## src/rtl/hsadc_packetizer_if.sv

```systemverilog
// Streaming handshake bundle shared by the sample input and byte output.
// The width parameter sizes tdata for each side.
interface hsadc_packetizer_if #(
  parameter int W = 8
);
  logic [W-1:0] tdata;
  logic         tvalid;
  logic         tready;
  logic         tlast;

  modport master (
    output tdata,
    output tvalid,
    output tlast,
    input  tready
  );

  modport slave (
    input  tdata,
    input  tvalid,
    input  tlast,
    output tready
  );
endinterface

```

## src/rtl/hsadc_packetizer.sv

```systemverilog
// Packs 16-bit dual-channel ADC samples into framed byte packets:
// sync, sequence, sample bytes, XOR checksum (with tlast).
module hsadc_packetizer #(
  parameter int unsigned SAMPLES_PER_PACKET = 64,
  parameter logic [7:0]  SYNC_BYTE          = 8'hA5
) (
  input  logic                clk,
  input  logic                reset,
  hsadc_packetizer_if.slave   s_axis,
  hsadc_packetizer_if.master  m_axis,
  output logic [31:0]         packets_sent
);

  typedef enum logic [2:0] {
    IDLE,
    SYNC,
    SEQ,
    SAMPLE_HI,
    SAMPLE_LO,
    CHECKSUM
  } state_t;

  localparam logic [7:0] LAST_SAMPLE = 8'(SAMPLES_PER_PACKET);

  state_t     state;
  state_t     nxt;
  logic [7:0] dat_q;
  logic       vld_q;
  logic       lst_q;
  logic [7:0] seq;
  logic [7:0] csum;
  logic [7:0] lo_q;
  logic [7:0] cnt;
  logic       free;
  logic       hs;
  logic       ld;
  logic       ld_last;
  logic [7:0] ld_byte;
  logic       done;

  assign free = !vld_q || m_axis.tready;
  assign s_axis.tready = !reset && (state == SAMPLE_HI) && free;
  assign hs = s_axis.tvalid && s_axis.tready;
  // Checksum byte accepted downstream closes the packet.
  assign done = vld_q && lst_q && m_axis.tready;

  assign m_axis.tdata  = dat_q;
  assign m_axis.tvalid = vld_q;
  assign m_axis.tlast  = lst_q;

  always_comb begin
    nxt     = state;
    ld      = 1'b0;
    ld_last = 1'b0;
    ld_byte = dat_q;
    unique case (state)
      IDLE: begin
        if (s_axis.tvalid && free) begin
          ld      = 1'b1;
          ld_byte = SYNC_BYTE;
          nxt     = SYNC;
        end
      end
      SYNC: begin
        if (free) begin
          ld      = 1'b1;
          ld_byte = seq;
          nxt     = SEQ;
        end
      end
      SEQ: begin
        if (free) nxt = SAMPLE_HI;
      end
      SAMPLE_HI: begin
        if (hs) begin
          ld      = 1'b1;
          ld_byte = s_axis.tdata[15:8];
          nxt     = SAMPLE_LO;
        end
      end
      SAMPLE_LO: begin
        if (free) begin
          ld      = 1'b1;
          ld_byte = lo_q;
          nxt     = (cnt == LAST_SAMPLE) ? CHECKSUM : SAMPLE_HI;
        end
      end
      CHECKSUM: begin
        if (free) begin
          ld      = 1'b1;
          ld_last = 1'b1;
          ld_byte = csum;
          nxt     = IDLE;
        end
      end
      default: nxt = IDLE;
    endcase
  end

  always_ff @(posedge clk) begin
    if (reset) begin
      state        <= IDLE;
      dat_q        <= '0;
      vld_q        <= 1'b0;
      lst_q        <= 1'b0;
      seq          <= '0;
      csum         <= '0;
      lo_q         <= '0;
      cnt          <= '0;
      packets_sent <= '0;
    end else begin
      state <= nxt;
      if (ld) begin
        dat_q <= ld_byte;
        vld_q <= 1'b1;
        lst_q <= ld_last;
      end else if (m_axis.tready) begin
        vld_q <= 1'b0;
        lst_q <= 1'b0;
      end
      if (ld && state == IDLE) begin
        csum <= SYNC_BYTE;
        cnt  <= '0;
      end else if (ld && !ld_last) begin
        csum <= csum ^ ld_byte;
      end
      if (hs) begin
        lo_q <= s_axis.tdata[7:0];
        cnt  <= cnt + 8'd1;
      end
      if (done) begin
        seq          <= seq + 8'd1;
        packets_sent <= packets_sent + 32'd1;
      end
    end
  end

endmodule

```

## src/flat_wrapper.sv

```systemverilog
// flat-port wrapper written by rule: the top's interface ports become plain ports
module hsadc_packetizer_flat 
#(
  parameter int unsigned SAMPLES_PER_PACKET = 64,
  parameter logic [7:0]  SYNC_BYTE          = 8'hA5
)
  (clk, reset, packets_sent, s_axis_tdata, s_axis_tvalid, s_axis_tlast, s_axis_tready, m_axis_tdata, m_axis_tvalid, m_axis_tlast, m_axis_tready);
  hsadc_packetizer_if #(.W(16)) s_axis_i ();
  hsadc_packetizer_if #(.W(8)) m_axis_i ();
  input  logic clk;
  input  logic reset;
  output logic [31:0] packets_sent;
  input wire logic [$bits(s_axis_i.tdata)-1:0] s_axis_tdata;
  input wire logic [$bits(s_axis_i.tvalid)-1:0] s_axis_tvalid;
  input wire logic [$bits(s_axis_i.tlast)-1:0] s_axis_tlast;
  output wire logic [$bits(s_axis_i.tready)-1:0] s_axis_tready;
  output wire logic [$bits(m_axis_i.tdata)-1:0] m_axis_tdata;
  output wire logic [$bits(m_axis_i.tvalid)-1:0] m_axis_tvalid;
  output wire logic [$bits(m_axis_i.tlast)-1:0] m_axis_tlast;
  input wire logic [$bits(m_axis_i.tready)-1:0] m_axis_tready;
  assign s_axis_i.tdata = s_axis_tdata;
  assign s_axis_i.tvalid = s_axis_tvalid;
  assign s_axis_i.tlast = s_axis_tlast;
  assign s_axis_tready = s_axis_i.tready;
  assign m_axis_tdata = m_axis_i.tdata;
  assign m_axis_tvalid = m_axis_i.tvalid;
  assign m_axis_tlast = m_axis_i.tlast;
  assign m_axis_i.tready = m_axis_tready;
  hsadc_packetizer #(.SAMPLES_PER_PACKET(SAMPLES_PER_PACKET), .SYNC_BYTE(SYNC_BYTE)) u_core (.clk(clk), .reset(reset), .s_axis(s_axis_i), .m_axis(m_axis_i), .packets_sent(packets_sent));
endmodule
```

## config.mk

```make
export PLATFORM = sky130hd
export DESIGN_NAME = hsadc_packetizer_flat
export DESIGN_NICKNAME = d
export VERILOG_FILES = /design/src/rtl/hsadc_packetizer_if.sv /design/src/rtl/hsadc_packetizer.sv /design/src/flat_wrapper.sv
export SDC_FILE = /design/constraint.sdc
export NUM_CORES = 1
export LEC_CHECK = 0
export BUFFER_PORTS_ARGS = -buffer_cell sky130_fd_sc_hd__buf_2
export CAP_MARGIN = 5
export CORE_ASPECT_RATIO = 0.5
export CORE_MARGIN = 5
export CORE_UTILIZATION = 55
export CTS_CLUSTER_SIZE = 8
export DETAILED_ROUTE_END_ITERATION = 10
export GPL_ROUTABILITY_DRIVEN = 0
export PLACE_DENSITY = 0.78
export REMOVE_ABC_BUFFERS = 1
export SLEW_MARGIN = 10
export SYNTH_ARGS = -nofsm -noshare
export SYNTH_HDL_FRONTEND = slang
export SYNTH_SLANG_ARGS = --single-unit
```

## constraint.sdc

```tcl
create_clock -name clk -period 4.3 [get_ports clk]
set_input_delay 0 -clock clk [delete_from_list [all_inputs] [get_ports clk]]
set_output_delay 0 -clock clk [all_outputs]
set_load 0.1 [all_outputs]
```

==> key figures <==
Synth
  • Syn Inst Count: ~460
  • Library cells used by synthesis: 57
  • Post-synth EDFFs: 0
  • Sequential fraction of the synthesis area: 39.75%
  • Top FF cell, synth: dfxtp_1
  • Avg Cell Area, Syn: 8.375 um2
  • #FFs+latches synth: 77
  • Ys Warns: 0
  • Synthesized cell area: around 0.0039 mm2
  • Asr flop ratio synth: 0%

Detailed routing
  • Vias: about 3,500
  • DR vias/cell: between 5 and 6
  • DR WL/cell: roughly 15 um
  • Initial drt markers: 310
  • Final WL: 9304 um
  • Initial DRT Pass Iterations: 6
  • Routed Antenna Nets: 0
  • DRC viols: 0

Setup path
  • Reg2reg start: u_core.state[1]
  • R2r worst-path depth: 5
  • Setup CP Type: flop to flop
  • Max stage delay on crit path: 0.87 ns
  • CP Launch Type: flop
  • R2R Setup Slk: around 1.7 ns
  • Critical Path AT: 2.84 ns
  • Worst setup EP type: flop
  • Critical Path RT: 4.54 ns
  • Worst path cell trace: nand3b_4, nor3_2, buf_4, a41oi_1, a211oi_1
  • Worst path bufs/invs: 1
  • Crit Path Max Fanout: 24
  • Top delay family on crit path: flip-flops
  • Worst reg2reg endpoint: u_core.cnt[7]
  • Slowest cell on crit path: dfxtp_1

Worst hold path
  • Hold-critical path endpoint: u_core.m_axis.tdata[7]
  • Hold path start: s_axis_tdata[15]
  • Cells on Worst Hold Path: 4
  • HP Class: primary input to flop

Timing
  • Final setup violation count: 0
  • Total negative slack: 0 ns
  • Clock Skew: between 0.005 and 0.006 ns
  • Max Clock Freq: 384.9 MHz
  • RSZ-0062 raised after global routing: no
  • Relative slew slack: ~40%
  • Final setup margin: 1.702 ns
  • Period utilisation layout: 60.43%
  • Final Hold Fails: 0
  • Fin crit period: 2.598 ns
  • Worst slew pin tran: between 0.8 and 0.9 ns
  • Max-slew violations: 0

Placed design
  • I/O Buffers: 62
  • DP Cell Count: 590
  • Final HPWL from detailed placement: 6131 um
  • Setup WS pre-CTS: 1.776 ns

Final layout
  • Layout cell share with drive strength beyond 1: 17.08%
  • Ant diodes: 0
  • Post-route insts no fill: 619
  • Area Growth Syn to Fin: 17.65%
  • Nets: ~550

GRT
  • Number of global-route vias before repair: 3,135
  • GRT met1 Usage: 27.23%
  • Initial antenna violation count: 0
  • Met2 Usage GRT: 32.57%
  • Busiest grt layer: met2
  • GR Util All Layers: 20.88%
  • Total gr overflow: 0
  • Largest net degree at the start of global routing: 67
  • First-pass GRT wire length: between 15,000 and 20,000 um
  • GR Layer Usage met3: 6.923%

Pwr
  • Sequential share of power: 37.9%
  • Clock power frac: 31.0%
  • Overall power: 2.220 mW
  • Pwr per Cell Area: 486.6 mW/mm2
  • Sw frac: 38.82%
  • Lkg Pwr: 1.798 nW
  • Comb power frac: 31.1%
  • Internal: 1.358 mW
  • Worst VDD drop: roughly 330 uV
  • Switching pwr: 861.6 uW

Clock network
  • CTS clk-pin slew, worst paths: 0.06 ns
  • Post-CTS Setup Bufs: 0
  • Clock Path Buffers: 2
  • CTS tree: yes
  • H-tree Lvls: 3
  • Hold-fix buffers, CTS: 13
  • # resized after CTS: 0
  • Skew-Pair Late Insertion Delay: 0.34 ns
  • Clk sinks: 77
  • Total CTS buffers: 9
  • Clock Root Buffer: clkbuf_16

Floorplan
  • Cell Rows: 21
  • Die area: 0.008931 mm2
  • I/O pin count: between 60 and 70
  • Floorplan core area: approximately 0.0068 mm2
  • Die X: 128.7 um
  • Die height: 69.37 um
  • Initial Util: ~57%

Outcome
  • Run status: finished, final reports clean

Job
  • Max-cap viol count: 0
==> flip-flops by register name, summed over array words and instances, names as in the netlist <==
name                  flops
u_core.cnt                8
u_core.csum               8
u_core.lo_q               8
u_core.m_axis.tdata       8
u_core.m_axis.tlast       1
u_core.m_axis.tvalid      1
u_core.packets_sent      32
u_core.seq                8
u_core.state              3
==> layer usage <==
metal / wire, um / up-vias
met5: 0 / -
met4: 170 / 0
met3: 648 / 15
met2: 4225 / 98
met1: 4260 / 1639
li1: - / 1771
==> how the worst max path moves through the flow <==
stage	slack [ns]	to	from	cells past startpoint
2_1_floorplan	1.18	s_axis_tready	u_core.state[0]	2
3_3_place_gp	1.81	u_core.csum[4]	u_core.state[1]	5
3_5_place_dp	1.78	u_core.cnt[7]	u_core.state[1]	5
4_1_cts	1.69	u_core.cnt[7]	u_core.state[1]	5
5_1_grt	1.45	u_core.cnt[7]	u_core.state[1]	5
6_report	1.70	u_core.cnt[7]	u_core.state[1]	5
==> per-stage QoR <==
stage / hold WS [ns] / util, % / cell area, um2
final: 0.05500 / 67.29 / 4562
after global routing: 0.06929 / 67.29 / 4562
after CTS: 0.04859 / 67.29 / 4562
after detailed placement: 0.2034 / 61.44 / 4165
after global placement: 0.1942 / 61.44 / 4165
after floorplan: 0.06907 / - / 3717
==> layout make-up <==
| type | instances | area [um2] |
|---|---|---|
| Clock buffer | 9 | 225.2 |
| Clock inverter | 7 | 41.29 |
| Fill cell | 586 | 2217 |
| Inverter | 10 | 37.54 |
| Multi-Input combinational cell | 346 | 2138 |
| Sequential cell | 77 | 1541 |
| Tap cell | 92 | 115.1 |
| Timing Repair Buffer | 78 | 462.9 |
==> power by group through the flow <==
stage	combinational (mW)	clock [mW]	sequential, mW
final	0.690	0.688	0.842
after global routing	0.743	0.731	0.851
after CTS	0.681	0.700	0.839
after detailed placement	0.669	0	0.854
after global placement	0.665	0	0.854
after floorplan	0.332	0	1.04
==> cell families after synthesis <==
logic type,synth area share (%)
simple gates,27.04
compound gates,16.81
flops,39.75
buf+inv,5.098
xor+xnor,7.680
mux,2.323
fa+ha+maj,1.291
==> synthesized netlist by cell type, drive strengths merged (2+ instances only) <==
cell type | instances | area (um2)
and2 | 5 | 31.28
nor3 | 11 | 60.06
o2bb2ai | 5 | 43.79
nand3b | 5 | 50.05
a31oi | 3 | 18.77
and3 | 8 | 50.05
o21ai | 25 | 125.1
a22oi | 5 | 37.54
a32o | 2 | 20.02
xnor2 | 14 | 122.6
nand2b | 4 | 25.02
mux2i | 9 | 90.09
xor2 | 20 | 175.2
a211oi | 5 | 37.54
buf | 19 | 118.9
nor2b | 5 | 31.28
o311a | 2 | 20.02
a211o | 2 | 17.52
or3 | 11 | 68.82
inv | 9 | 33.78
dfxtp | 77 | 1541
a21oi | 26 | 130.1
o21a | 3 | 22.52
nand3 | 21 | 105.1
o211ai | 4 | 35.03
clkbuf | 11 | 41.29
nand4 | 16 | 112.6
nand2 | 44 | 165.2
o211a | 2 | 20.02
nor4 | 5 | 31.28
ha | 4 | 50.05
and4 | 11 | 96.34
o32a | 2 | 20.02
nor2 | 54 | 202.7
==> cells in the final DEF (no fill, tap or decap), drive strengths merged, types with 3 or more instances in the layout <==
master / count
a211oi: 5
a21oi: 26
a22oi: 5
a31oi: 3
and2: 5
and3: 8
and4: 11
buf: 65
clkbuf: 9
clkinv: 6
dfxtp: 77
dlygate4sd3: 13
ha: 4
inv: 10
mux2i: 9
nand2: 44
nand2b: 4
nand3: 21
nand3b: 5
nand4: 16
nor2: 54
nor2b: 5
nor3: 11
nor4: 5
o211ai: 4
o21a: 3
o21ai: 25
o2bb2ai: 5
or3: 11
xnor2: 14
xor2: 20
==> worst reg2reg max path, stage by stage, from the launching register on <==
cell and delay [ns]:
dfxtp_1 0.87, nand3b_4 0.15, nor3_2 0.73, buf_4 0.34, a41oi_1 0.15, a211oi_1 0.26
No activity file was read; power rests on OpenSTA's default activity.
